$ cat src/rtl/sweep_trigger_csr.sv
`default_nettype none
// +--------------------------------------------------------------------------+
// | sweep_trigger_csr: Avalon-MM CSR slave and A-line trigger generator      |
// | Revision: 1.0                                                            |
// +--------------------------------------------------------------------------+
module sweep_trigger_csr #(
  parameter logic [31:0] PERIOD_RESET = 32'd1000,
  parameter logic [31:0] PULSE_RESET  = 32'd10,
  parameter logic [31:0] LINES_RESET  = 32'd512
) (
  input  logic        clk,
  input  logic        reset_n,
  input  logic [2:0]  address,
  input  logic [3:0]  byteenable,
  input  logic        read,
  input  logic        write,
  input  logic [31:0] writedata,
  output logic [31:0] readdata,
  output logic        readdatavalid,
  output logic        waitrequest,
  output logic        endofpacket,
  output logic        trigger_out,
  output logic        frame_start,
  output logic        irq
);

  localparam logic [2:0] C_ADDR_CONTROL = 3'd0;
  localparam logic [2:0] C_ADDR_PERIOD  = 3'd1;
  localparam logic [2:0] C_ADDR_PULSE   = 3'd2;
  localparam logic [2:0] C_ADDR_LINES   = 3'd3;
  localparam logic [2:0] C_ADDR_LINE    = 3'd4;
  localparam logic [2:0] C_ADDR_FRAME   = 3'd5;
  localparam logic [2:0] C_ADDR_STATUS  = 3'd6;
  localparam logic [2:0] C_ADDR_SCRATCH = 3'd7;

  logic        r_wr_ack;
  logic [2:0]  r_control;
  logic [31:0] r_period;
  logic [31:0] r_pulse;
  logic [31:0] r_lines;
  logic [31:0] r_scratch;
  logic [31:0] r_frame_cnt;
  logic        r_frame_done;
  logic [31:0] r_phase;
  logic [31:0] r_line;
  logic        r_rd_valid1;
  logic        r_rd_eop1;
  logic [31:0] r_rd_data1;

  logic        w_wr_accept;
  logic        w_rd;
  logic        w_run;
  logic        w_cont;
  logic        w_irq_en;
  logic        w_ctrl_wr;
  logic        w_status_clr;
  logic [31:0] w_period_eff;
  logic [31:0] w_lines_last;
  logic        w_phase_wrap;
  logic        w_frame_end;
  logic [31:0] w_rdmux;

  function automatic logic [31:0] f_merge(input logic [31:0] old_val,
                                          input logic [31:0] new_val,
                                          input logic [3:0]  be);
    f_merge = old_val;
    for (int i = 0; i < 4; i++) begin
      if (be[i]) f_merge[8*i +: 8] = new_val[8*i +: 8];
    end
  endfunction

  // The write is held by the master; the second cycle of it is the accept cycle.
  assign waitrequest  = write & ~r_wr_ack;
  assign w_wr_accept  = write & r_wr_ack;
  assign w_rd         = read & ~write;

  assign w_run        = r_control[0];
  assign w_cont       = r_control[1];
  assign w_irq_en     = r_control[2];
  assign w_ctrl_wr    = w_wr_accept & (address == C_ADDR_CONTROL) & byteenable[0];
  assign w_status_clr = w_wr_accept & (address == C_ADDR_STATUS) & byteenable[0] & writedata[1];

  assign w_period_eff = (r_period == 32'd0) ? 32'd1 : r_period;
  assign w_lines_last = (r_lines == 32'd0) ? 32'd0 : r_lines - 32'd1;
  // >= keeps the counters bounded if PERIOD/LINES are lowered mid-line.
  assign w_phase_wrap = w_run & (r_phase >= w_period_eff);
  assign w_frame_end  = w_phase_wrap & (r_line >= w_lines_last);

  always_comb begin
    w_rdmux = 32'd0;
    case (address)
      C_ADDR_CONTROL: w_rdmux = {29'd0, r_control};
      C_ADDR_PERIOD:  w_rdmux = r_period;
      C_ADDR_PULSE:   w_rdmux = r_pulse;
      C_ADDR_LINES:   w_rdmux = r_lines;
      C_ADDR_LINE:    w_rdmux = r_line;
      C_ADDR_FRAME:   w_rdmux = r_frame_cnt;
      C_ADDR_STATUS:  w_rdmux = {30'd0, r_frame_done, w_run};
      C_ADDR_SCRATCH: w_rdmux = r_scratch;
      default:        w_rdmux = 32'd0;
    endcase
  end

  always_ff @(posedge clk or negedge reset_n) begin
    if (!reset_n) begin
      r_wr_ack  <= 1'b0;
      r_control <= 3'd0;
      r_period  <= PERIOD_RESET;
      r_pulse   <= PULSE_RESET;
      r_lines   <= LINES_RESET;
      r_scratch <= 32'd0;
    end else begin
      r_wr_ack <= write & ~r_wr_ack;
      if (w_wr_accept) begin
        case (address)
          C_ADDR_CONTROL: if (byteenable[0]) r_control <= writedata[2:0];
          C_ADDR_PERIOD:  r_period  <= f_merge(r_period, writedata, byteenable);
          C_ADDR_PULSE:   r_pulse   <= f_merge(r_pulse, writedata, byteenable);
          C_ADDR_LINES:   r_lines   <= f_merge(r_lines, writedata, byteenable);
          C_ADDR_SCRATCH: r_scratch <= f_merge(r_scratch, writedata, byteenable);
          default: ;
        endcase
      end
      // Single-shot stop, unless software rewrites CONTROL on that same clock.
      if (w_frame_end && !w_cont && !w_ctrl_wr) r_control[0] <= 1'b0;
    end
  end

  always_ff @(posedge clk or negedge reset_n) begin
    if (!reset_n) begin
      r_phase      <= 32'd0;
      r_line       <= 32'd0;
      r_frame_cnt  <= 32'd0;
      r_frame_done <= 1'b0;
      trigger_out  <= 1'b0;
      frame_start  <= 1'b0;
      irq          <= 1'b0;
    end else begin
      if (!w_run) begin
        r_phase <= 32'd0;
        r_line  <= 32'd0;
      end else if (w_phase_wrap) begin
        r_phase <= 32'd0;
        r_line  <= w_frame_end ? 32'd0 : r_line + 32'd1;
      end else begin
        r_phase <= r_phase + 32'd1;
      end
      if (w_frame_end) r_frame_cnt <= r_frame_cnt + 32'd1;
      if (w_frame_end)       r_frame_done <= 1'b1;
      else if (w_status_clr) r_frame_done <= 1'b0;
      trigger_out <= w_run & (r_phase < r_pulse);
      frame_start <= w_run & (r_phase == 32'd0) & (r_line == 32'd0);
      irq         <= r_frame_done & w_irq_en;
    end
  end

  always_ff @(posedge clk or negedge reset_n) begin
    if (!reset_n) begin
      r_rd_valid1   <= 1'b0;
      r_rd_eop1     <= 1'b0;
      r_rd_data1    <= 32'd0;
      readdatavalid <= 1'b0;
      endofpacket   <= 1'b0;
      readdata      <= 32'd0;
    end else begin
      r_rd_valid1   <= w_rd;
      r_rd_eop1     <= w_rd & r_frame_done;
      r_rd_data1    <= w_rd ? w_rdmux : 32'd0;
      readdatavalid <= r_rd_valid1;
      endofpacket   <= r_rd_eop1;
      readdata      <= r_rd_data1;
    end
  end

endmodule
`default_nettype wire
$ cat config.mk
export PLATFORM = sky130hd
export DESIGN_NAME = sweep_trigger_csr
export DESIGN_NICKNAME = d
export VERILOG_FILES = /design/src/rtl/sweep_trigger_csr.sv
export SDC_FILE = /design/constraint.sdc
export NUM_CORES = 1
export LEC_CHECK = 0
export BUFFER_PORTS_ARGS = -buffer_cell sky130_fd_sc_hd__buf_2
export CORE_MARGIN = 3
export CORE_UTILIZATION = 52
export CTS_CLUSTER_DIAMETER = 80
export DETAILED_ROUTE_END_ITERATION = 8
export MAX_ROUTING_LAYER = met4
export PLACE_DENSITY = 0.69
export SYNTH_ARGS = -nofsm -noshare
export SYNTH_HDL_FRONTEND = slang
export SYNTH_SLANG_ARGS = --single-unit
export TNS_END_PERCENT = 50
$ cat constraint.sdc
create_clock -name clk -period 5.1 [get_ports clk]
set_input_delay 0.765 -clock clk [delete_from_list [all_inputs] [get_ports clk]]
set_output_delay 0.765 -clock clk [all_outputs]
set_load 0.01 [all_outputs]
== Word-level counts from Yosys, hierarchy flattened ==
Index checks and enable logic that the tools add are counted.

* Word-level logic and storage cells: 110
* Bits in writable memories: 0
* Bits in registers: 300
* Bits in read-only memories: 0
* Memories: 0
* Latch bits: 0

* Eq/ne operators: 8
* Multiply operators: 0
* Add/sub/neg operators: 4
* Multiplexer cells: 15
* Div/mod/pow operators: 0
* Shift-type cells: 0
* Bitwise operators: 17
* Order comparisons: 3
* Reductions and logical operators: 31

{| class="wikitable"
|+ Operators by type and width
! operator !! number
|-
| 32-bit 2-to-1 mux || 8
|-
| 32-bit one-hot mux with 8 select lines || 1
|-
| 32-bit logical NOT || 4
|-
| 32-bit by 1-bit adder with 32-bit output (second input constant) || 3
|-
| 32-bit greater-or-equal comparator || 2
|-
| 3-bit AND reduction || 18
|-
| 32-bit less-than comparator || 1
|-
| 32-bit by 1-bit subtractor with 32-bit output (second input constant) || 1
|-
| 1-bit AND || 15
|-
| 3-bit equality test (second input constant) || 4
|-
| 2-bit nonzero test || 4
|-
| 3-bit by 2-bit equality test with 1-bit output (second input constant) || 2
|-
| 1-bit 2-to-1 mux || 6
|-
| 3-bit by 1-bit equality test with 1-bit output (second input constant) || 1
|-
| 3-bit logical NOT || 1
|-
| 1-bit logical AND || 2
|-
| 1-bit logical NOT || 2
|-
| 2-bit by 1-bit inequality test with 1-bit output (second input constant) || 1
|-
| 1-bit inverter || 2
|}

== Depth between registers and ports, before layout ==
* Depth in word-level cells: 9
* Mapped depth: 19
* Depth with buffers taken out: 17

== Worst setup path before layout ==
No wires, ideal clock.

* Path type: flip-flop to flip-flop
* From: reg r_lines[17]
* To: reg r_frame_cnt[30]
* Setup time: 0.123 ns
* Path slack: 0.977 ns
* Stages on the path, launching flop included: 17
* Path buffers: 2
* Period minus slack after synthesis: 4.123 ns
* Arrival: 4.001 ns
* Path through: dfrtp_1 or4_1 nor3_1 and4b_1 nand3_1 clkbuf_1 nand2_1 ha_1 a21oi_1 o21ai_0 a2111oi_0 o31ai_1 a211oi_1 and2b_1 buf_4 and3_1 xor2_1

* Longest elaborated chain between the ends: 4
* Elaborated cells on any way between the ends: 5
* Those cells by class: add/sub: 1; order compare: 1; mux: 1; bitwise: 1; reduce/logical: 1

{| class="wikitable"
|+ RTL lines
! element !! line !! source
|-
| from (decl) || 40 || <nowiki>logic [31:0] r_lines;</nowiki>
|-
| from (signal assigned) || 119 || <nowiki>C_ADDR_LINES: r_lines <= f_merge(r_lines, writedata, byteenable);</nowiki>
|-
| 32-bit by 1-bit subtractor with 32-bit output / 32-bit logical NOT (equally long branches) || 84 || <nowiki>assign w_lines_last = (r_lines == 32'd0) ? 32'd0 : r_lines - 32'd1;</nowiki>
|-
| 32-bit 2-to-1 mux (*) || 84 ||
|-
| 32-bit greater-or-equal comparator (*) || 87 || <nowiki>assign w_frame_end = w_phase_wrap & (r_line >= w_lines_last);</nowiki>
|-
| 1-bit AND (*) || 87 ||
|-
| to (signal assigned) || 148 || <nowiki>if (w_frame_end) r_frame_cnt <= r_frame_cnt + 32'd1;</nowiki>
|-
| to (decl) || 42 || <nowiki>logic [31:0] r_frame_cnt;</nowiki>
|}

Every way passes the cells marked *; elsewhere a longest branch is shown, timed or not.
A chain may end at the register's enable or synchronous reset.

== Worst setup path in the final report ==
* From: reg r_lines[27]
* To: reg r_line[6]

* Longest elaborated chain between the ends: 7
* Elaborated cells on any way between the ends: 8
* Those cells by class: add/sub: 1; order compare: 1; mux: 4; bitwise: 1; reduce/logical: 1

{| class="wikitable"
|+ RTL lines
! element !! line !! source
|-
| 32-bit by 1-bit subtractor with 32-bit output / 32-bit logical NOT (equally long branches) || 84 ||
|-
| 32-bit 2-to-1 mux (*) || 84 ||
|-
| 32-bit greater-or-equal comparator (*) || 87 ||
|-
| 1-bit AND (*) || 87 ||
|-
| 32-bit 2-to-1 mux (*) || 144 || <nowiki>r_line <= w_frame_end ? 32'd0 : r_line + 32'd1;</nowiki>
|-
| 32-bit 2-to-1 mux (*) || 142 || <nowiki>end else if (w_phase_wrap) begin</nowiki>
|-
| 32-bit 2-to-1 mux (*) || 139 || <nowiki>if (!w_run) begin</nowiki>
|-
| to (signal assigned) || 144 ||
|-
| to (decl) || 45 || <nowiki>logic [31:0] r_line;</nowiki>
|}

Every way passes the cells marked *; elsewhere a longest branch is shown, timed or not. The select of a mux whose other input is x is not followed.

==> flow_metrics.env <==
export IMPL_yosysUniqueCellTypes=68
export IMPL_cts_buffers=34
export IMPL_yosysWarningCount=0
export IMPL_num_vias=12574
export IMPL_grt_overflow=0
export IMPL_nets=1782
export IMPL_clock_power_share=0.396
export IMPL_cp_num_buf_inv=1
export IMPL_netlist_area_sq_um=15770
export IMPL_cts_buffer_depth=3
export IMPL_setup_tns_ps=0
export IMPL_cts_root_buf="clkbuf_16"
export IMPL_power_net_switching_uw=1831
export IMPL_async_flop_share=1.000
export IMPL_ant_nets=0
export IMPL_finalCritPeriodShare=0.8959
export IMPL_reg2reg_depth=14
export IMPL_p_leak_uw=0.008374
export IMPL_path_depth=14
export IMPL_crit_chain="or4_1 > nor4_1 > nand3_2 > nand2_1 > ha_1 > a21oi_1 > o21ai_0 > a2111oi_0 > o31ai_1 > a211oi_2 > and2_1 > buf_4 > a41oi_1 > a31oi_1"
export IMPL_cp_arrival_ps=5000
export IMPL_die_x_um=180.1
export IMPL_yosys_register_bits=300
export IMPL_cts_setup_buffers=0
export IMPL_final_layout_size_suffix_gt1_frac=0.1546
export IMPL_syn_area_per_cell_sq_um=10.04
export IMPL_track_usage=0.2811
export IMPL_worstMarginPinSlew_ps=1139
export IMPL_clk_transition_reported_paths_ps=70
export IMPL_critPathKind="flip-flop to flip-flop"
export IMPL_cp_slowest_stage_delay_ps=610
export IMPL_clk_latency_ps=510
export IMPL_ioPinCount=81
export IMPL_routed_wl_mm=44.49
export IMPL_cts_sinks=300
export IMPL_pwr_share_seq=0.454
export IMPL_skew_ps=10.26
export IMPL_synth_area_leader_cell="dfrtp_1"
export IMPL_rsz0062_at_grt="no"
export IMPL_hpwl_mm=32.88
export IMPL_critPathLaunch="r_lines[27]"
export IMPL_synth_most_common_cell="dfrtp_1"
export IMPL_setup_violations=0
export IMPL_synth_edf_count=0
export IMPL_synth_area_leaders="dfrtp_1, ha_1, mux2_2"
export IMPL_drt_initial_drc_count=1125
export IMPL_ff2ff_setup_slack_ps=530
export IMPL_grt_pass1_vias=12238
export IMPL_route_detailed_drc=0
export IMPL_synth_seq_area_share=0.4768
export IMPL_cts_tree="done"
export IMPL_path_max_fanout=44
export IMPL_slowest_stage="or4_1"
export IMPL_fill_cells=2539
export IMPL_htree_levels=2
export IMPL_whs_ps=225.4
export IMPL_syn_nets=1716
export IMPL_wire_per_inst_um=21.67
export IMPL_syn2layout_area_growth_pct=12.15
export IMPL_finalHoldViolations=0
export IMPL_intPower_uw=4552
export IMPL_power_density_nw_per_um2=360.9
export IMPL_synth_ff_type="dfrtp_1"
export IMPL_grt_antenna_before_repair=2
export IMPL_yosysTopAreaCellShare=0.4618
export IMPL_worst_path_dominant_cell_family="simple AND/OR/NAND/NOR gates"
export IMPL_max_cap_violations=0
export IMPL_num_rows=63
export IMPL_syn_instance_count=1571
export IMPL_drtPass1Iterations=6
export IMPL_port_buffers=80
export IMPL_min_period_ps=4569
export IMPL_initial_core_util=0.5293
export IMPL_regToRegStartpoint="r_lines[27]"
export IMPL_die_y_um=180.1
export IMPL_slew_headroom=0.2386
export IMPL_maxSlewViolCount=0
export IMPL_critPathCaptureType="flip-flop"
export IMPL_status="finished, final reports clean"
export IMPL_place_congestion=0.9815
export IMPL_hp_class="input port to async pin"
export IMPL_synthTopCellsByCount="dfrtp_1, nand2_1, nor2_1, ha_1"
export IMPL_start_kind="flip-flop"
export IMPL_grt_pass1_wl_mm=70.61
export IMPL_dieArea_sq_um=32450
export IMPL_viasPerCell=6.125
export IMPL_peakVddDrop_uv=194.2
export IMPL_required_ps=5530
export IMPL_reg2reg_to="r_line[6]"
export IMPL_power_frac_comb=0.150
export IMPL_coreArea_sq_um=29800
export IMPL_grt_max_degree=115
export IMPL_switching_share=0.2869
export IMPL_max_clock_freq_mhz=218.9
worst max-delay path by stage:
stage	endpoint	slack (ps)
final	r_line[6]	530
after detailed placement	r_line[30]	270
after global placement	r_line[6]	450
after floorplan	r_frame_cnt[30]	980
after CTS	r_line[6]	250
after global routing	r_line[6]	80
kinds of logic after synthesis:
logic type | Yosys count | share of synthesized area
AO/OA/AOI/OAI | 353 | 0.1462
XOR/XNOR | 86 | 0.04776
adder cells (fa/ha/maj) | 102 | 0.08093
buffers and inverters | 146 | 0.03792
flip-flops | 300 | 0.4768
multiplexers | 70 | 0.04967
AND/OR/NAND/NOR | 514 | 0.1607
sequential cells by signal, indices dropped and copies added (netlist names), 3 cells and up:
| register | count |
|---|---|
| r_phase | 32 |
| r_control | 3 |
| r_lines | 32 |
| r_scratch | 32 |
| r_frame_cnt | 32 |
| r_pulse | 32 |
| r_period | 32 |
| readdata | 32 |
| r_rd_data1 | 32 |
| r_line | 32 |
repair_timing:
item / 4_1_cts / 5_1_grt
endpoints found under the setup margin: 0 / 62
gates resized for setup: 0 / 2
hold buffers: 0 / 0
metal layers:
| layer | vias up | wire [um] | GRT usage |
|---|---|---|---|
| met5 | - | 0 | - |
| met4 | 0 | 912 | 0.06386 |
| met3 | 64 | 3922 | 0.05571 |
| met2 | 496 | 19630 | 0.4145 |
| met1 | 6210 | 20020 | 0.4063 |
| li1 | 5804 | - | - |
area by class of cell:
type,instances,area [sq um],share of cell area
flip-flops and latches,300,7518,0.4251
diodes,1,2.502,0.0001415
clock buffers,49,1041,0.05886
repair buffers,94,528.0,0.02985
well taps,390,488.0,0.02759
inverters,82,307.8,0.01740
clock inverters,12,121.4,0.006862
multi-input cells,1125,7679,0.4342
worst register-to-register path, cell delays in order (launching register included):
cell       delay, ps
dfrtp_1          420
or4_1            610
nor4_1           550
nand3_2          370
nand2_1          170
ha_1             260
a21oi_1          130
o21ai_0          100
a2111oi_0        420
o31ai_1          190
a211oi_2         370
and2_1           180
buf_4            390
a41oi_1          180
a31oi_1          160
power by group through the flow:
| stage | Clock (uW) | Combinational (uW) | Sequential, uW |
|---|---|---|---|
| after global placement | 0 | 911 | 2920 |
| after CTS | 2560 | 959 | 2890 |
| final | 2530 | 960 | 2900 |
| after floorplan | 0 | 647 | 2830 |
| after detailed placement | 0 | 954 | 2930 |
| after global routing | 2660 | 1090 | 2930 |
through the flow:
| step | cell area (sq um) | cells | setup WS (ps) | total power [uW] | utilization |
|---|---|---|---|---|---|
| after floorplan | 15770 | 1571 | 976.5 | 3481 | - |
| after global placement | 16510 | 1991 | 452.1 | 3827 | 0.5541 |
| after detailed placement | 16510 | 1991 | 265.8 | 3882 | 0.5541 |
| after CTS | 17670 | 2052 | 248.0 | 6407 | 0.5931 |
| after global routing | 17690 | 2053 | 81.33 | 6677 | 0.5936 |
| final | 17690 | 2053 | 530.8 | 6383 | 0.5936 |
cells in the final DEF (no fill, tap or decap), types with 37 or more instances in the layout:
cell type and instances:
nor2_1 100, inv_1 82, ha_1 102, o21ai_0 88, nor4_1 37, mux2_2 66
clkbuf_16 37, xor2_1 55, dfrtp_1 291, buf_2 79, a21oi_1 44, nand3_1 50
a31oi_1 55, nand4_1 39, a22oi_1 88, nand2_1 179
(Power assumes the default switching activity.)
